File: src/rtl/microwave_ctrl_p.sv
// microwave_ctrl_p: keypad-entry BCD mm:ss microwave controller with door interlock and power duty cycling
// Ports: clk_100Hz clock, clear async active-high reset; keypad[9:0], startn, stopn, power_key, door_closed in;
//        sec_ones, sec_tens, mins (BCD), power_level, mag_on, cooking, done out, all registered.
module microwave_ctrl_p #(
    parameter int TICKS_PER_SEC = 100,
    parameter int MIN_DIGITS    = 1,
    parameter int POWER_LEVELS  = 4,
    parameter int DONE_TICKS    = 200
) (
    input  logic                    clk_100Hz,
    input  logic                    clear,
    input  logic [9:0]              keypad,
    input  logic                    startn,
    input  logic                    stopn,
    input  logic                    power_key,
    input  logic                    door_closed,
    output logic [3:0]              sec_ones,
    output logic [3:0]              sec_tens,
    output logic [4*MIN_DIGITS-1:0] mins,
    output logic [3:0]              power_level,
    output logic                    mag_on,
    output logic                    cooking,
    output logic                    done
);
    localparam int MW = 4*MIN_DIGITS;
    localparam int PW = $clog2(TICKS_PER_SEC+1);
    localparam int DW = $clog2(DONE_TICKS+1);
    typedef enum logic [2:0] {IDLE, ENTRY, COOK, PAUSE, DONE} state_t;
    state_t        r_state, w_state_n;
    logic [3:0]    r_ones, r_tens, r_pwr, w_ones_n, w_tens_n, w_pwr_n;
    logic [MW-1:0] r_mins, w_mins_n;
    logic [PW-1:0] r_presc, w_presc_n;
    logic [DW-1:0] r_dcnt, w_dcnt_n;
    logic [9:0]    r_kp_q;
    logic          r_startn_q, r_stopn_q, r_pwr_q, r_mag, r_cook, r_done;
    logic [9:0]    w_rise;
    logic          w_key, w_start, w_stop, w_pkey, w_go, w_tick, w_nz, w_dec_zero, w_brw;
    logic [3:0]    w_key_val, w_dec_ones, w_dec_tens, w_pwr_inc;
    logic [MW-1:0] w_dec_mins;
    logic [31:0]   w_thresh;
    // A key press counts only if it is the sole bit rising and nothing else is held.
    assign w_rise     = keypad & ~r_kp_q;
    assign w_key      = $onehot(w_rise) && (keypad == w_rise);
    assign w_start    = r_startn_q & ~startn;
    assign w_stop     = r_stopn_q & ~stopn;
    assign w_pkey     = power_key & ~r_pwr_q;
    assign w_nz       = |{r_ones, r_tens, r_mins};
    assign w_go       = w_start && door_closed && w_nz;
    assign w_tick     = r_presc == PW'(TICKS_PER_SEC-1);
    assign w_pwr_inc  = (r_pwr == 4'(POWER_LEVELS)) ? 4'd1 : r_pwr + 4'd1;
    assign w_dec_zero = (w_dec_ones == 4'd0) && (w_dec_tens == 4'd0) && (w_dec_mins == '0);
    assign w_thresh   = (32'(TICKS_PER_SEC) * {28'd0, w_pwr_n}) / 32'(POWER_LEVELS);
    always_comb begin
        w_key_val = 4'd0;
        for (int i = 0; i < 10; i++)
            if (w_rise[i]) w_key_val = 4'(i);
    end
    // One-second BCD decrement: seconds units wrap 0->9, tens 0->5, minute digits 0->9.
    always_comb begin
        w_dec_ones = (r_ones == 4'd0) ? 4'd9 : r_ones - 4'd1;
        w_brw      = r_ones == 4'd0;
        w_dec_tens = w_brw ? ((r_tens == 4'd0) ? 4'd5 : r_tens - 4'd1) : r_tens;
        w_brw      = w_brw && (r_tens == 4'd0);
        w_dec_mins = r_mins;
        for (int i = 0; i < MIN_DIGITS; i++) begin
            if (w_brw) w_dec_mins[4*i +: 4] = (r_mins[4*i +: 4] == 4'd0) ? 4'd9 : r_mins[4*i +: 4] - 4'd1;
            w_brw = w_brw && (r_mins[4*i +: 4] == 4'd0);
        end
    end
    always_comb begin
        w_state_n = r_state;
        w_ones_n  = r_ones;
        w_tens_n  = r_tens;
        w_mins_n  = r_mins;
        w_pwr_n   = r_pwr;
        w_presc_n = r_presc;
        w_dcnt_n  = r_dcnt;
        case (r_state)
            IDLE, ENTRY, PAUSE: begin
                if (w_stop) begin
                    w_state_n = IDLE;
                    w_ones_n  = 4'd0;
                    w_tens_n  = 4'd0;
                    w_mins_n  = '0;
                end else if (w_go && r_state != IDLE) begin
                    w_state_n = COOK;
                    w_presc_n = '0;
                end else begin
                    if (w_key && r_state != PAUSE) begin
                        w_state_n = ENTRY;
                        w_ones_n  = w_key_val;
                        w_tens_n  = r_ones;
                        w_mins_n  = MW'({r_mins, r_tens});
                    end
                    if (w_pkey) w_pwr_n = w_pwr_inc;
                end
            end
            COOK: begin
                // Reaching zero outranks door-open, which outranks stop; a pause drops the partial second.
                if (w_tick && w_dec_zero) begin
                    w_state_n = DONE;
                    w_ones_n  = w_dec_ones;
                    w_tens_n  = w_dec_tens;
                    w_mins_n  = w_dec_mins;
                    w_presc_n = '0;
                    w_dcnt_n  = '0;
                end else if (!door_closed || w_stop) begin
                    w_state_n = PAUSE;
                end else if (w_tick) begin
                    w_ones_n  = w_dec_ones;
                    w_tens_n  = w_dec_tens;
                    w_mins_n  = w_dec_mins;
                    w_presc_n = '0;
                end else begin
                    w_presc_n = r_presc + PW'(1);
                end
            end
            DONE: begin
                if (w_stop || r_dcnt == DW'(DONE_TICKS-1)) w_state_n = IDLE;
                else w_dcnt_n = r_dcnt + DW'(1);
            end
            default: w_state_n = IDLE;
        endcase
    end
    always_ff @(posedge clk_100Hz or posedge clear) begin
        if (clear) begin
            r_state    <= IDLE;
            r_ones     <= 4'd0;
            r_tens     <= 4'd0;
            r_mins     <= '0;
            r_pwr      <= 4'(POWER_LEVELS);
            r_presc    <= '0;
            r_dcnt     <= '0;
            r_kp_q     <= '0;
            r_startn_q <= 1'b1;
            r_stopn_q  <= 1'b1;
            r_pwr_q    <= 1'b0;
            r_mag      <= 1'b0;
            r_cook     <= 1'b0;
            r_done     <= 1'b0;
        end else begin
            r_state    <= w_state_n;
            r_ones     <= w_ones_n;
            r_tens     <= w_tens_n;
            r_mins     <= w_mins_n;
            r_pwr      <= w_pwr_n;
            r_presc    <= w_presc_n;
            r_dcnt     <= w_dcnt_n;
            r_kp_q     <= keypad;
            r_startn_q <= startn;
            r_stopn_q  <= stopn;
            r_pwr_q    <= power_key;
            r_mag      <= (w_state_n == COOK) && (32'(w_presc_n) < w_thresh);
            r_cook     <= w_state_n == COOK;
            r_done     <= w_state_n == DONE;
        end
    end
    assign sec_ones    = r_ones;
    assign sec_tens    = r_tens;
    assign mins        = r_mins;
    assign power_level = r_pwr;
    assign mag_on      = r_mag;
    assign cooking     = r_cook;
    assign done        = r_done;
endmodule
File: config.mk
export PLATFORM = sky130hd
export DESIGN_NAME = microwave_ctrl_p
export DESIGN_NICKNAME = d
export VERILOG_FILES = /design/src/rtl/microwave_ctrl_p.sv
export SDC_FILE = /design/constraint.sdc
export NUM_CORES = 1
export LEC_CHECK = 0
export CORE_MARGIN = 1
export CORE_UTILIZATION = 40
export DETAILED_ROUTE_END_ITERATION = 12
export GPL_TIMING_DRIVEN = 0
export MAX_ROUTING_LAYER = met4
export PLACE_DENSITY_LB_ADDON = 0.1
export SYNTH_ARGS = -nofsm -noshare
export SYNTH_HDL_FRONTEND = slang
export SYNTH_SLANG_ARGS = --single-unit
File: constraint.sdc
create_clock -name clk_100Hz -period 5.16 [get_ports clk_100Hz]
set_input_delay 0.774 -clock clk_100Hz [delete_from_list [all_inputs] [get_ports clk_100Hz]]
set_output_delay 0.774 -clock clk_100Hz [all_outputs]
set_load 0.005 [all_outputs]
---- Yosys cells after proc, flatten, opt, wreduce, memory -nomap -nowiden ----
Index checks and enable logic that the tools add are counted.
operators by class
  add/sub/neg operators ................... 15
  $mul .................................... 1
  order comparisons ....................... 1
  equal/unequal tests ..................... 18
  multiplexer cells ....................... 56
  bitwise logic cells ..................... 8
  reduce and logical (&&, ||, !) cells .... 27
operators with widths
  operator               number
  $mux W4                36
  $mux W7                5
  $logic_not A4 Y1       6
  $pmux W4 S2            3
  $mux W3                6
  $mux W8                2
  $pmux W8 S2            1
  $pmux W7 S2            1
  $ne A3 B3 Y1 const B   4
  $reduce_or A12 Y1      1
  $sub A4 B1 Y4 const B  3
  $add A1 B1 Y2          5
  $and A10 B10 Y10       1
  $eq A10 B10 Y1         1
  $logic_and A1 B1 Y1    10
  $not A10 Y10           1
  $eq A3 B2 Y1 const B   3
  $lt A7 B9 Y1           1
  $mul A5 B4 Y9 const A  1
  $pmux W3 S3            1
  $add A8 B1 Y8 const B  1
  $eq A8 B8 Y1 const B   1
  $add A7 B1 Y7 const B  1
  $eq A7 B7 Y1 const B   1
  other kinds (21)       30
word-level totals
  register bits after elaboration ......... 50
  input port bits ......................... 16
  output and inout port bits .............. 19

---- Depth between registers and ports, before layout ----
Gate-level depths: netlist (run 1).
  word-level depth ........................ 15
  mapped depth ............................ 18
  gate-level depth less buffers ........... 18

---- Worst setup path after synthesis (run 1) ----
Ideal clock, no wire load.
  kind .................................... in2reg
  start point ............................. in keypad[3]
  end point ............................... reg r_mins[0], in the netlist mins[0]
  data arrival time ....................... 4.449 ns
  data required time ...................... 5.035 ns
  setup slack ............................. 0.586 ns
  stages on the path ...................... 16
  buffers on the path ..................... 1
  path through ............................ nor2b_1 inv_1 fa_1 inv_1 fa_1 fa_1 ha_1 inv_1 fa_1 a2111oi_0 a21oi_1 nor4_1 a22oi_1 buf_2 o21ai_0 o21ai_1
on the way
  word-level cells in the longest chain between the ends .. 10
  elaborated cells on any way between the ends .. 11
ends and longest elaborated chain
  element                                 line  source
  start, declared                         12    input logic [9:0] keypad,
  $and A10 B10 Y10                        42    assign w_rise = keypad & ~r_kp_q;
  $add A1 B1 Y2 (implied by the code)     43    assign w_key = $onehot(w_rise) && (keypad == w_rise);
  $add A2 B2 Y3 (implied by the code)     43
  $add A3 B3 Y4 (implied by the code)     43
  $add A4 B2 Y4 (implied by the code)     43
  $eq A4 B1 Y1                            43
  $logic_and A1 B1 Y1 (*)                 43
  $logic_and A1 B1 Y1 (*)                 89    if (w_key && r_state != PAUSE) begin
  $ne A3 B3 Y1 (no source line) (*)       n/a
  $reduce_and A5 Y1 (no source line) (*)  n/a
  end signal, assigned                    145   r_mins <= w_mins_n;
  end, declared                           31    logic [MW-1:0] r_mins, w_mins_n;
Mark *: on every way between the ends. The rest lies on a longest branch, timed or not.
A chain may end at the register's enable or synchronous reset.

---- Worst setup path after layout (run 1) ----
  start point ............................. in keypad[3]
  end point ............................... reg r_ones[3], in the netlist sec_ones[3]
on the way
  word-level cells in the longest chain between the ends .. 12
  elaborated cells on any way between the ends .. 22
ends and longest elaborated chain
  element                                                                 line  source
  parallel branches: the longest is 12 deep, another holds $add A3 B3 Y4  n/a
  end signal, assigned                                                    143   r_ones <= w_ones_n;
  end, declared                                                           30    logic [3:0] r_ones, r_tens, r_pwr, w_ones_n, w_tens_n, w_pwr_n;
Several ways; the timed one is not identified. The select of a mux whose other input is x is not followed.

==> out/results.txt, run 1 <==
Status = finished clean
Avg WL per Cell = 15.0 microns
Actual transition at the worst max-transition pin = 0.509 ns
Number of buffers created by CTS = 5
Overflow after GRT = 0
Startpoint type of the worst setup path = primary input
Final weighted congestion in routability-driven placement = 0.819
Share of post-route cells with drive strength above 1 = 11.5%
Die Width = 92.4 microns
Critical-path cell list = clkdlybuf4s50_1 -> nor2b_4 -> inv_1 -> fa_1 -> inv_1 -> fa_1 -> fa_1 -> ha_1 -> inv_1 -> fa_1 -> a2111oi_2 -> a21oi_1 -> nor4_2 -> buf_4 -> a22oi_2 -> or2_4 -> o21ai_1
Largest delay share family, worst path = adder cells
Die height = 92.4 microns
Number of optimization iterations in the first detailed-route pass = 4
Setup Total Neg Slack = 0 ns
Pre-CTS setup slack = -0.640 ns
Core box area = 0.00781 sq mm
Final period util = 95.2%
Post-layout minimum cycle time = 4.91 ns
Layout Area Growth over Synthesis = 21.9%
Min Hold Slack = 0.532 ns
Number of hold-repair buffers added at the cts stage = 0
Std cell rows = 32
Number of global-route vias before repair = 2603
Final Slew Violations = 0
Number of nets with antenna violations after detailed routing = 0
Routed vias = 2719
Power Dens Cells = 454 mW/mm^2
EDFF count, synth = 0
Setup Crit Path Kind = primary input to flop
WP data required = 5.39 ns
Min-Delay Startpoint = r_dcnt[2]$_DFFE_PP0P_
Number of antenna violations at the first check in global routing = 0
Maximum number of pins on one net before global-route repair = 32
Buffering stage count on the worst path with inverters included = 5
Worst rel slew slack = 66.0%
Dominant cell type by count on the critical path = sky130_fd_sc_hd__fa_1
Final Power = 1.81 mW
Maximum level of the CTS H-tree = 2
DRC errors left = 0
Initial core utilization = 41.8%
Final design instance area without fill = 0.00398 sq mm
Placed cell count = 481
CTS Buffer Depth = 2
Buffers added on ports = 34
Total routing resource utilization after global routing = 19.4%
Critical Path Sink Type = flop
Reg clk slew, reported paths = 0.10 ns
I/O Pins = 35
Final setup violation count = 0
Post-synthesis instance total = 344
Cell with the largest stage delay on the worst path = sky130_fd_sc_hd__fa_1
Launching instance or port of the critical path = keypad[3]
Root cell of the clock tree = sky130_fd_sc_hd__clkbuf_8
Distinct cells, synth = 64
Synthesized area per cell = 9.50 sq um
DR iter-0 viols = 176
Reg-to-Reg Start = r_kp_q[0]$_DFF_PP0_
Post-layout util = 51.0%
Post-synthesis cell area = 0.00327 sq mm
Max Fclk = 204 MHz
Flip-flop and latch count after synthesis = 50
Worst-path fanout max = 8
RSZ-0062 raised after global routing = yes
Syn Nets = 388
Via density per instance = 5.50
Area of the die = 0.00853 sq mm
Standard cell area after detailed placement = 0.00375 sq mm
Post-route worst setup slack = 0.247 ns
Proportion of synthesized chip area in sequential cells = 38.4%
Hold crit path type = flop to flop
Highest cell delay on the worst timing path = 0.55 ns
Predominant post-synthesis flop cell = sky130_fd_sc_hd__dfrtp_1
Worst IR Drop VDD = 134 uV
Max Clock Skew = 0.0122 ns
Share of Yosys cell area claimed by the top area cell type = 36.0%
Sinks on Clock Net = 50
Number of nets in the layout = 435
# Max-Cap Violations = 0
Number of standard cells in the layout, taps in and fillers out = 494
Wire length of the first global-routing pass = 12.7 mm
Clk_lat worst skew = 0.30 ns
Detailed Route WL = 7.42 mm
# diodes = 0
Post-synth top cells = sky130_fd_sc_hd__dfrtp_1, sky130_fd_sc_hd__nor2_1, sky130_fd_sc_hd__a21oi_1, sky130_fd_sc_hd__inv_1, sky130_fd_sc_hd__o21ai_0
CTS tree = done
Number of hold violations in the final report = 0
Arrival time at the worst endpoint = 5.14 ns
Area contributors post-synth = sky130_fd_sc_hd__dfrtp_1, sky130_fd_sc_hd__ha_1, sky130_fd_sc_hd__fa_1
Share of async-settable or async-resettable flops after synthesis = 100%
Cell type with the largest total area after synthesis = sky130_fd_sc_hd__dfrtp_1
Leakage power total = 1.72 nW
Number of warnings reported in the yosys synthesis log = 0
Half-perimeter wire length after placement = 5.67 mm
Most common cell in the synthesized netlist = sky130_fd_sc_hd__dfrtp_1
logic make-up after synthesis:
kind of cell | synth area share, %
AND/OR/NAND/NOR | 21.0
AO/OA/AOI/OAI | 20.6
flip-flops | 38.4
buffers and inverters | 4.14
adder cells (fa/ha/maj) | 12.3
XOR/XNOR | 1.88
multiplexers | 1.61
registers in the layout, indices dropped and copies added, names as in the netlist:
register and count:
r_kp_q 10, r_dcnt 8, r_presc 7, mins 4, power_level 4, sec_ones 4, sec_tens 4, r_state 3
cooking 1, done 1, mag_on 1, r_pwr_q 1, r_startn_q 1, r_stopn_q 1
worst reg2reg max path, cell delays in order (launching register included):
cell and delay [ns]:
sky130_fd_sc_hd__dfrtp_1 0.38, sky130_fd_sc_hd__nand2b_1 0.16, sky130_fd_sc_hd__fa_1 0.55, sky130_fd_sc_hd__inv_1 0.06
sky130_fd_sc_hd__fa_1 0.50, sky130_fd_sc_hd__fa_1 0.55, sky130_fd_sc_hd__ha_1 0.19, sky130_fd_sc_hd__inv_1 0.06
sky130_fd_sc_hd__fa_1 0.39, sky130_fd_sc_hd__a2111oi_2 0.28, sky130_fd_sc_hd__a21oi_1 0.08, sky130_fd_sc_hd__nor4_2 0.22
sky130_fd_sc_hd__buf_4 0.17, sky130_fd_sc_hd__a22oi_2 0.17, sky130_fd_sc_hd__or2_4 0.33, sky130_fd_sc_hd__o21ai_1 0.16
cell type report:
cell class | instances | area, sq um
plain buffers | 9 | 51.3
clock buffers | 6 | 82.6
clock inverters | 2 | 60.1
fillers | 744 | 3830
inverters | 24 | 90.1
multi-input cells | 261 | 1920
flip-flops and latches | 50 | 1250
well taps | 102 | 128
repair buffers | 40 | 398
metal layers:
layer | up-vias | wire [microns] | track usage, %
li1 | 1345 | - | -
met1 | 1328 | 3700 | 27.7
met2 | 42 | 3450 | 29.3
met3 | 4 | 208 | 3.20
met4 | 0 | 57 | 3.91
met5 | - | 0 | -
power breakdown:
group | leakage (nW) | internal [mW] | switching (mW)
sequential | 0.637 | 0.469 | 0.119
clock | 0.0714 | 0.207 | 0.128
combinational | 1.02 | 0.434 | 0.451
worst paths after layout:
path                                            endpoint  slack (ns)  cells after the start
worst max register to register   sec_ones[3]$_DFFE_PP0P_        0.85                     15
min in group asynchronous            r_kp_q[2]$_DFF_PP0_        0.79                      2
worst min-delay path               r_dcnt[2]$_DFFE_PP0P_        0.53                      1
worst min register to register     r_dcnt[2]$_DFFE_PP0P_        0.53                      1
max in group asynchronous       power_level[2]$_DFF_PP1_        3.78                      3
worst max-delay path             sec_ones[3]$_DFFE_PP0P_        0.25                     17
cell usage in the layout (no fill, tap or decap), types with 4 or more instances in the layout:
master / n
sky130_fd_sc_hd__o21a_1: 7
sky130_fd_sc_hd__xor2_1: 5
sky130_fd_sc_hd__fa_1: 7
sky130_fd_sc_hd__nor2b_1: 8
sky130_fd_sc_hd__o21ai_0: 21
sky130_fd_sc_hd__dfrtp_1: 47
sky130_fd_sc_hd__a21oi_1: 24
sky130_fd_sc_hd__clkbuf_1: 5
sky130_fd_sc_hd__inv_1: 23
sky130_fd_sc_hd__clkbuf_8: 6
sky130_fd_sc_hd__nor2_1: 29
sky130_fd_sc_hd__ha_1: 21
sky130_fd_sc_hd__a22oi_1: 6
sky130_fd_sc_hd__clkdlybuf4s50_1: 34
sky130_fd_sc_hd__nor3_1: 5
sky130_fd_sc_hd__o21ai_1: 9
sky130_fd_sc_hd__a31oi_1: 7
sky130_fd_sc_hd__nand4_1: 4
sky130_fd_sc_hd__nand2b_1: 8
sky130_fd_sc_hd__nand3_1: 9
sky130_fd_sc_hd__nand2_1: 20
sky130_fd_sc_hd__buf_4: 5
repair_timing:
| action | 4_1_cts | 5_1_grt |
|---|---|---|
| endpoints found under the setup margin | 12 | 13 |
| endpoints found under the hold margin | 0 | 0 |
| pin swaps | 1 | 1 |
| resized for setup | 3 | 13 |
| setup buffers | 2 | 3 |
| gates cloned | 0 | 0 |
No activity file was read; power rests on OpenSTA's default activity.
==> inputs of run 2 (changes only) <==
--- a/config.mk
+++ b/config.mk
@@ -6,11 +6,11 @@
 export NUM_CORES = 1
 export LEC_CHECK = 0
 export CORE_MARGIN = 1
-export CORE_UTILIZATION = 40
+export CORE_UTILIZATION = 50
 export DETAILED_ROUTE_END_ITERATION = 12
 export GPL_TIMING_DRIVEN = 0
 export MAX_ROUTING_LAYER = met4
-export PLACE_DENSITY_LB_ADDON = 0.1
+export PLACE_DENSITY = 0.69
 export SYNTH_ARGS = -nofsm -noshare
 export SYNTH_HDL_FRONTEND = slang
 export SYNTH_SLANG_ARGS = --single-unit
==> run 2 against run 1 <==
Sequential power about the same. Global-route usage up 4.5 points. Via count up 2.2%. Sequential share of layout area up 0.50 points. Critical path type unchanged. Combinational power about the same. Clock power down 29%. Critical endpoint is now mins[0]$_DFFE_PP0P_. Sequential cell count unchanged.
==> out/results.txt, run 2 (synthesis results as in run 1) <==
CTS Buffer Depth = 2 (unchanged)
Root cell of the clock tree = sky130_fd_sc_hd__clkbuf_8
Total routing resource utilization after global routing = 23.9% (+4.5 points)
Buffers added on ports = 34 (unchanged)
# Max-Cap Violations = 0 (unchanged)
Half-perimeter wire length after placement = 5.70 mm (+0.53%)
Post-layout minimum cycle time = 4.92 ns (+0.0108 ns)
Total stage count of the critical path = 18 (+1)
Dominant cell type by count on the critical path = sky130_fd_sc_hd__fa_1
DR WL met2 = 3.70 mm (+7.1%)
Number of hold-repair buffers added at the cts stage = 0 (unchanged)
DRC errors left = 0 (unchanged)
Reg clk slew, reported paths = 0.09 ns (about the same)
Clk_lat worst skew = 0.30 ns (about the same)
Register with the most flip-flops = r_kp_q
Launching instance or port of the critical path = keypad[3]
Worst IR Drop VDD = 291 uV (+120%)
Routed vias = 2779 (+2.2%)
Max Fclk = 203 MHz (-0.22%)
WP data required = 5.35 ns (-0.04 ns)
Highest metal layer used by the detailed router = met4
Post-route worst setup slack = 0.236 ns (-0.0108 ns)
Sinks on Clock Net = 50 (unchanged)
Std cell rows = 29 (-9.4%)
DR iter-0 viols = 206 (+17%)
Wire length of the first global-routing pass = 13.1 mm (+3.3%)
I/O Pins = 35 (unchanged)
Final period util = 95.4% (+0.21 points)
Final Slew Violations = 0 (unchanged)
Detailed Route WL = 7.60 mm (+2.5%)
Final weighted congestion in routability-driven placement = 0.890 (+8.7%)
Initial core utilization = 51.7% (+9.9 points)
Top flop regs = r_kp_q: 10 flops, r_dcnt: 8 flops, r_presc: 7 flops
Final setup violation count = 0 (unchanged)
Reg-to-Reg Start = r_kp_q[0]$_DFF_PP0_
Number of buffers created by CTS = 5 (unchanged)
Pre-CTS setup slack = -0.696 ns (-0.0563 ns)
Overflow after GRT = 0 (unchanged)
Number of flip-flops under the largest register name = 10 (unchanged)
Highest cell delay on the worst timing path = 0.56 ns (about the same)
Number of filler instances in the final layout = 575 (-23%)
Min-Delay Startpoint = r_dcnt[2]$_DFFE_PP0P_
Most used cells in the layout excluding fill and tap cells = sky130_fd_sc_hd__dfrtp_1, sky130_fd_sc_hd__clkdlybuf4s50_1, sky130_fd_sc_hd__nor2_1
Number of nets in the layout = 435 (unchanged)
Avg WL per Cell = 16.2 microns (+7.9%)
Power Dens Cells = 437 mW/mm^2 (-3.7%)
Status = finished clean
Number of hold violations in the final report = 0 (unchanged)
Area of the die = 0.00686 sq mm (-20%)
Reg2reg setup slack = 0.82 ns (-0.03 ns)
Arrival time at the worst endpoint = 5.12 ns (-0.02 ns)
Actual transition at the worst max-transition pin = 0.562 ns (+0.0527 ns)
Maximum level of the CTS H-tree = 2 (unchanged)
Number of antenna violations at the first check in global routing = 0 (unchanged)
RSZ-0062 raised after global routing = no
Most common cell after layout, fill and taps aside = sky130_fd_sc_hd__dfrtp_1
Die Width = 82.8 microns (-10%)
Via density per instance = 5.93 (+7.7%)
Depth of the worst register-to-register path = 16 (+1)
Max Clock Skew = 0.00989 ns (-0.00226 ns)
Die height = 82.8 microns (-10%)
Final Power = 1.71 mW (-5.2%)
Startpoint type of the worst setup path = primary input
Number of nets with antenna violations after detailed routing = 0 (unchanged)
Core box area = 0.00631 sq mm (-19%)
Crit path to = mins[0]$_DFFE_PP0P_
Number of optimization iterations in the first detailed-route pass = 4 (unchanged)
Share of post-route cells with drive strength above 1 = 11.5% (unchanged)
Hold crit path type = flop to flop
Cell with the largest stage delay on the worst path = sky130_fd_sc_hd__fa_1
Worst-path fanout max = 5 (-3)
Amount of wire on met3 after detailed routing = 341 microns (+64%)
Critical-path cell list = clkdlybuf4s50_1 -> nor2b_4 -> inv_1 -> fa_1 -> inv_1 -> fa_1 -> fa_1 -> ha_2 -> inv_1 -> fa_1 -> a2111oi_2 -> a21oi_1 -> nor4_2 -> buf_4 -> a22oi_2 -> buf_4 -> o21ai_0 -> o21ai_1
Number of global-route vias before repair = 2679 (+2.9%)
CTS tree = done
Largest delay share family, worst path = adder cells
# diodes = 0 (unchanged)
Setup Crit Path Kind = primary input to flop
Leakage power total = 1.71 nW (-0.75%)
Worst rel slew slack = 62.5% (-3.5 points)
Met1 layer wirelength in the final routing = 3.46 mm (-6.7%)
Layout Area Growth over Synthesis = 20.0%
Maximum number of pins on one net before global-route repair = 27 (-16%)
Buffering stage count on the worst path with inverters included = 6 (+1)
FF-to-FF End = mins[0]$_DFFE_PP0P_
Critical Path Sink Type = flop
run 2: cell types whose count changed in the layout (fill, tap and decap cells not counted), moves of 2 or more:
| cell | previous run | this run |
|---|---|---|
| sky130_fd_sc_hd__o21ai_1 | 9 | 7 |
| sky130_fd_sc_hd__nor2b_2 | 2 | 0 |
| sky130_fd_sc_hd__bufinv_16 | 2 | 0 |
| sky130_fd_sc_hd__nor2b_4 | 1 | 4 |
| sky130_fd_sc_hd__o21ai_0 | 21 | 23 |
run 2: cell type report:
| class | instances | area, sq um | area share, % |
|---|---|---|---|
| clock inverter | 1 | 5.00 | 0.128 |
| timing repair buffer | 39 | 390 | 9.96 |
| clock buffer | 7 | 86.3 | 2.20 |
| sequential | 50 | 1250 | 32.0 |
| inverter | 24 | 90.1 | 2.30 |
| tap | 77 | 96.3 | 2.46 |
| multi-input combinational | 262 | 1940 | 49.6 |
| buffer | 9 | 51.3 | 1.31 |
run 2: worst reg2reg max path: cells and delay by family, from the launching register on:
kind            cells  cell delay [ns]
compound gates      5             0.74
buf+inv             4             0.50
simple gates        2             0.44
flops               1             0.39
fa+ha+maj           5             2.17
run 2: where the power goes:
group	switching, mW	leakage, nW	internal, mW	total (mW)
Combinational	0.457	1.03	0.431	0.888
Clock	0.129	0.0482	0.108	0.237
Sequential	0.120	0.637	0.469	0.589
Total	0.706	1.71	1.01	1.71
run 2: repair_timing:
item | 4_1_cts | 5_1_grt
buffers inserted | 2 | 1
gates cloned | 0 | 2
gates resized for setup | 3 | 17
pin swaps | 1 | 4
endpoints found under the setup margin | 12 | 14
run 2: per-stage QoR:
stage,hold slack (ns),setup TNS (ns),instances,utilization (%),cell area (sq um)
after floorplan,0.490,0,344,-,3270
after global placement,0.512,-7.09,455,58.7,3700
after detailed placement,0.522,-8.53,456,59.0,3720
after CTS,0.533,0,466,60.9,3840
after global routing,0.549,0,469,62.1,3920
final,0.534,0,469,62.1,3920
run 2: how the worst min path moves through the flow:
stage,end,slack [ns],cells after the start
after global placement,r_dcnt[2]$_DFFE_PP0P_,0.51,1
after detailed placement,r_dcnt[2]$_DFFE_PP0P_,0.52,1
after global routing,r_dcnt[2]$_DFFE_PP0P_,0.55,1
after floorplan,r_dcnt[1]$_DFFE_PP0P_,0.49,2
final,r_dcnt[2]$_DFFE_PP0P_,0.53,1
after CTS,r_dcnt[2]$_DFFE_PP0P_,0.53,1
run 2: layer usage:
layer  global-route usage [%]  up-vias
met2                     38.7       73
met3                     3.78       13
li1                         -     1346
met5                        -        -
met4                     6.90        0
met1                     31.4     1347
==> inputs of run 3 (changes only) <==
--- a/config.mk
+++ b/config.mk
@@ -5,10 +5,9 @@
 export SDC_FILE = /design/constraint.sdc
 export NUM_CORES = 1
 export LEC_CHECK = 0
-export CORE_MARGIN = 1
 export CORE_UTILIZATION = 50
 export DETAILED_ROUTE_END_ITERATION = 12
-export GPL_TIMING_DRIVEN = 0
+export GPL_TIMING_DRIVEN = 1
 export MAX_ROUTING_LAYER = met4
 export PLACE_DENSITY = 0.69
 export SYNTH_ARGS = -nofsm -noshare
==> run 3 against run 2 <==
Clock-buffer cell count is 1 lower. Maximum frequency increased by 1.8%. Worst hold slack improved by 0.014 ns. Critical path depth unchanged. Setup slack gained 0.088 ns. Routed wire length shrank 1.5%. Clock power is 4% lower. Total power is 1.3% lower. Die area did not move. Final area shrank 1.4%. Largest power group unchanged. Highest routed layer unchanged.
==> out/results.txt, run 3 (synthesis results as in run 1) <==
Avg WL per Cell = 16.0 microns (-1.5%)
Hold crit path type = flop to flop
Initial core utilization = 51.7% (unchanged)
Worst IR Drop VDD = 275 uV (-5.7%)
Root cell of the clock tree = sky130_fd_sc_hd__clkbuf_8
Critical Path Sink Type = flop
Startpoint type of the worst setup path = primary input
FF-to-FF End = mag_on$_DFF_PP0_
Met2 Usage GRT = 36.4% (-2.3 points)
Detailed Route WL = 7.49 mm (-1.5%)
Via density per instance = 5.70 (-3.8%)
Standard cell area after detailed placement = 0.00376 sq mm (+1.1%)
Share of post-route cells with drive strength above 1 = 11.0% (-0.51 points)
Half-perimeter wire length after placement = 5.61 mm (-1.5%)
Post-layout minimum cycle time = 4.84 ns (-0.0875 ns)
Leakage power total = 1.69 nW (-1.1%)
WP data required = 5.36 ns (about the same)
DR iter-0 viols = 178 (-14%)
Final Slew Violations = 0 (unchanged)
Most Crowded Layer GR = met2
Placed cell count = 460 (+0.88%)
Layout Area Growth over Synthesis = 18.3%
Number of standard cells in the layout, taps in and fillers out = 469 (unchanged)
Reg clk slew, reported paths = 0.10 ns (about the same)
Overflow after GRT = 0 (unchanged)
Final period util = 93.7% (-1.7 points)
Sinks on Clock Net = 50 (unchanged)
Max Clock Skew = 0.0142 ns (+0.00433 ns)
Met3 GRT Util = 3.68% (-0.099 points)
Setup Crit Path Kind = primary input to flop
Reg-to-Reg Start = sec_ones[0]$_DFFE_PP0P_
Worst rel slew slack = 31.1% (-31 points)
Std cell rows = 29 (unchanged)
Final design instance area without fill = 0.00386 sq mm (-1.4%)
Arrival time at the worst endpoint = 5.03 ns (-0.09 ns)
Number of nets in the layout = 435 (unchanged)
Cell count of the worst hold path = 1 (unchanged)
Max Fclk = 207 MHz (+1.8%)
DRC errors left = 0 (unchanged)
Min-Delay Startpoint = r_dcnt[2]$_DFFE_PP0P_
CTS tree = done
Final setup violation count = 0 (unchanged)
Wire length of the first global-routing pass = 12.6 mm (-3.8%)
Maximum number of pins on one net before global-route repair = 51 (+89%)
Depth of the worst register-to-register path = 17 (+1)
Power Dens Cells = 438 mW/mm^2 (+0.12%)
Maximum level of the CTS H-tree = 2 (unchanged)
Buffers added on ports = 34 (unchanged)
Final weighted congestion in routability-driven placement = 0.836 (-6.1%)
Area of the die = 0.00686 sq mm (unchanged)
Number of global-route vias before repair = 2623 (-2.1%)
Die height = 82.8 microns (unchanged)
Core box area = 0.00631 sq mm (unchanged)
Hold worst-path end = r_dcnt[2]$_DFFE_PP0P_
Pre-CTS setup slack = -0.132 ns (+0.564 ns)
Register with the most flip-flops = r_kp_q
Status = finished clean
Number of antenna violations at the first check in global routing = 0 (unchanged)
Total routing resource utilization after global routing = 23.3% (-0.65 points)
Number of nets with antenna violations after detailed routing = 0 (unchanged)
Top flop regs = r_kp_q: 10 flops, r_dcnt: 8 flops, r_presc: 7 flops
Number of optimization iterations in the first detailed-route pass = 4 (unchanged)
Die Width = 82.8 microns (unchanged)
Most used cells in the layout excluding fill and tap cells = sky130_fd_sc_hd__dfrtp_1, sky130_fd_sc_hd__clkdlybuf4s50_1, sky130_fd_sc_hd__nor2_1
Actual transition at the worst max-transition pin = 1.03 ns (+0.471 ns)
RSZ-0062 raised after global routing = no
Reg2reg setup slack = 0.86 ns (+0.04 ns)
Clk_lat worst skew = 0.31 ns (about the same)
Routed vias = 2673 (-3.8%)
Number of buffers created by CTS = 5 (unchanged)
Worst-path fanout max = 7 (+2)
# diodes = 0 (unchanged)
Most common cell after layout, fill and taps aside = sky130_fd_sc_hd__dfrtp_1
Number of flip-flops under the largest register name = 10 (unchanged)
GR Util met1 = 31.1% (-0.28 points)
# Max-Cap Violations = 0 (unchanged)
I/O Pins = 35 (unchanged)
CTS Buffer Depth = 2 (unchanged)
Post-route worst setup slack = 0.323 ns (+0.0875 ns)
Number of hold violations in the final report = 0 (unchanged)
[run 3: cell types whose count changed in the layout (fill, tap and decap cells not counted), moves of 2 or more]
cell                         delta
sky130_fd_sc_hd__buf_4         +10
sky130_fd_sc_hd__buf_6          -2
sky130_fd_sc_hd__nor2b_1        +3
sky130_fd_sc_hd__clkinvlp_4     +2
sky130_fd_sc_hd__clkbuf_1       -5
sky130_fd_sc_hd__nor2b_4        -4
[run 3: layout make-up]
class | count | area, sq um
Clock buffer | 6 | 72.6
Sequential cell | 50 | 1250
Timing Repair Buffer | 49 | 450
Inverter | 24 | 90.1
Fill cell | 561 | 2450
Tap cell | 77 | 96.3
Clock inverter | 2 | 15.0
Multi-Input combinational cell | 261 | 1890
[run 3: how the worst max path moves through the flow]
| stage | cells past startpoint | to | slack, ns | start |
|---|---|---|---|---|
| finish | 18 | mins[2]$_DFFE_PP0P_ | 0.32 | keypad[3] |
| global route | 18 | sec_tens[3]$_DFFE_PP0P_ | 0.004 | keypad[3] |
| CTS | 18 | mins[2]$_DFFE_PP0P_ | 0.19 | keypad[3] |
| detailed placement | 18 | mins[2]$_DFFE_PP0P_ | -0.13 | keypad[3] |
| global placement | 18 | mins[2]$_DFFE_PP0P_ | -0.06 | keypad[3] |
| floorplan | 16 | mins[0]$_DFFE_PP0P_ | 0.59 | keypad[3] |
[run 3: through the flow]
stage | power, mW | TNS [ns] | hold slack [ns] | util (%)
after floorplan | 1.15 | 0 | 0.490 | -
after global placement | 1.44 | -0.489 | 0.513 | 59.6
after detailed placement | 1.46 | -1.12 | 0.531 | 59.6
after CTS | 1.70 | 0 | 0.546 | 61.0
after global routing | 1.84 | 0 | 0.577 | 61.2
final | 1.69 | 0 | 0.548 | 61.2
[run 3: layer usage]
layer	part of all wire (%)	wire, microns	up-vias
li1	-	-	1340
met2	49	3670	51
met1	46	3450	1269
met3	3.1	232	13
met5	0	0	-
met4	1.7	128	0
[run 3: power by group]
part | switching [mW] | internal (mW) | total (mW) | leakage [nW]
registers | 0.126 | 0.469 | 0.595 | 0.637
logic | 0.443 | 0.428 | 0.870 | 1.02
clock network | 0.132 | 0.0957 | 0.227 | 0.0374
total | 0.701 | 0.992 | 1.69 | 1.69
[run 3: critical path, stage by stage]
cell	delay (ns)
sky130_fd_sc_hd__clkdlybuf4s50_1	0.49
sky130_fd_sc_hd__nor2b_2	0.16
sky130_fd_sc_hd__inv_1	0.07
sky130_fd_sc_hd__fa_1	0.48
sky130_fd_sc_hd__inv_1	0.06
sky130_fd_sc_hd__fa_1	0.50
sky130_fd_sc_hd__fa_1	0.56
sky130_fd_sc_hd__ha_1	0.19
sky130_fd_sc_hd__inv_1	0.06
sky130_fd_sc_hd__fa_1	0.41
sky130_fd_sc_hd__a2111oi_2	0.26
sky130_fd_sc_hd__a21oi_1	0.08
sky130_fd_sc_hd__nor4_1	0.18
sky130_fd_sc_hd__buf_4	0.16
sky130_fd_sc_hd__a22oi_1	0.13
sky130_fd_sc_hd__buf_4	0.20
sky130_fd_sc_hd__o21ai_0	0.18
sky130_fd_sc_hd__a2bb2oi_1	0.09
[run 3: timing repair]
item / in CTS / in global routing
endpoints found under the setup margin: 0 / 13
setup buffers: 0 / 0
gates resized for setup: 0 / 5
hold buffers: 0 / 0
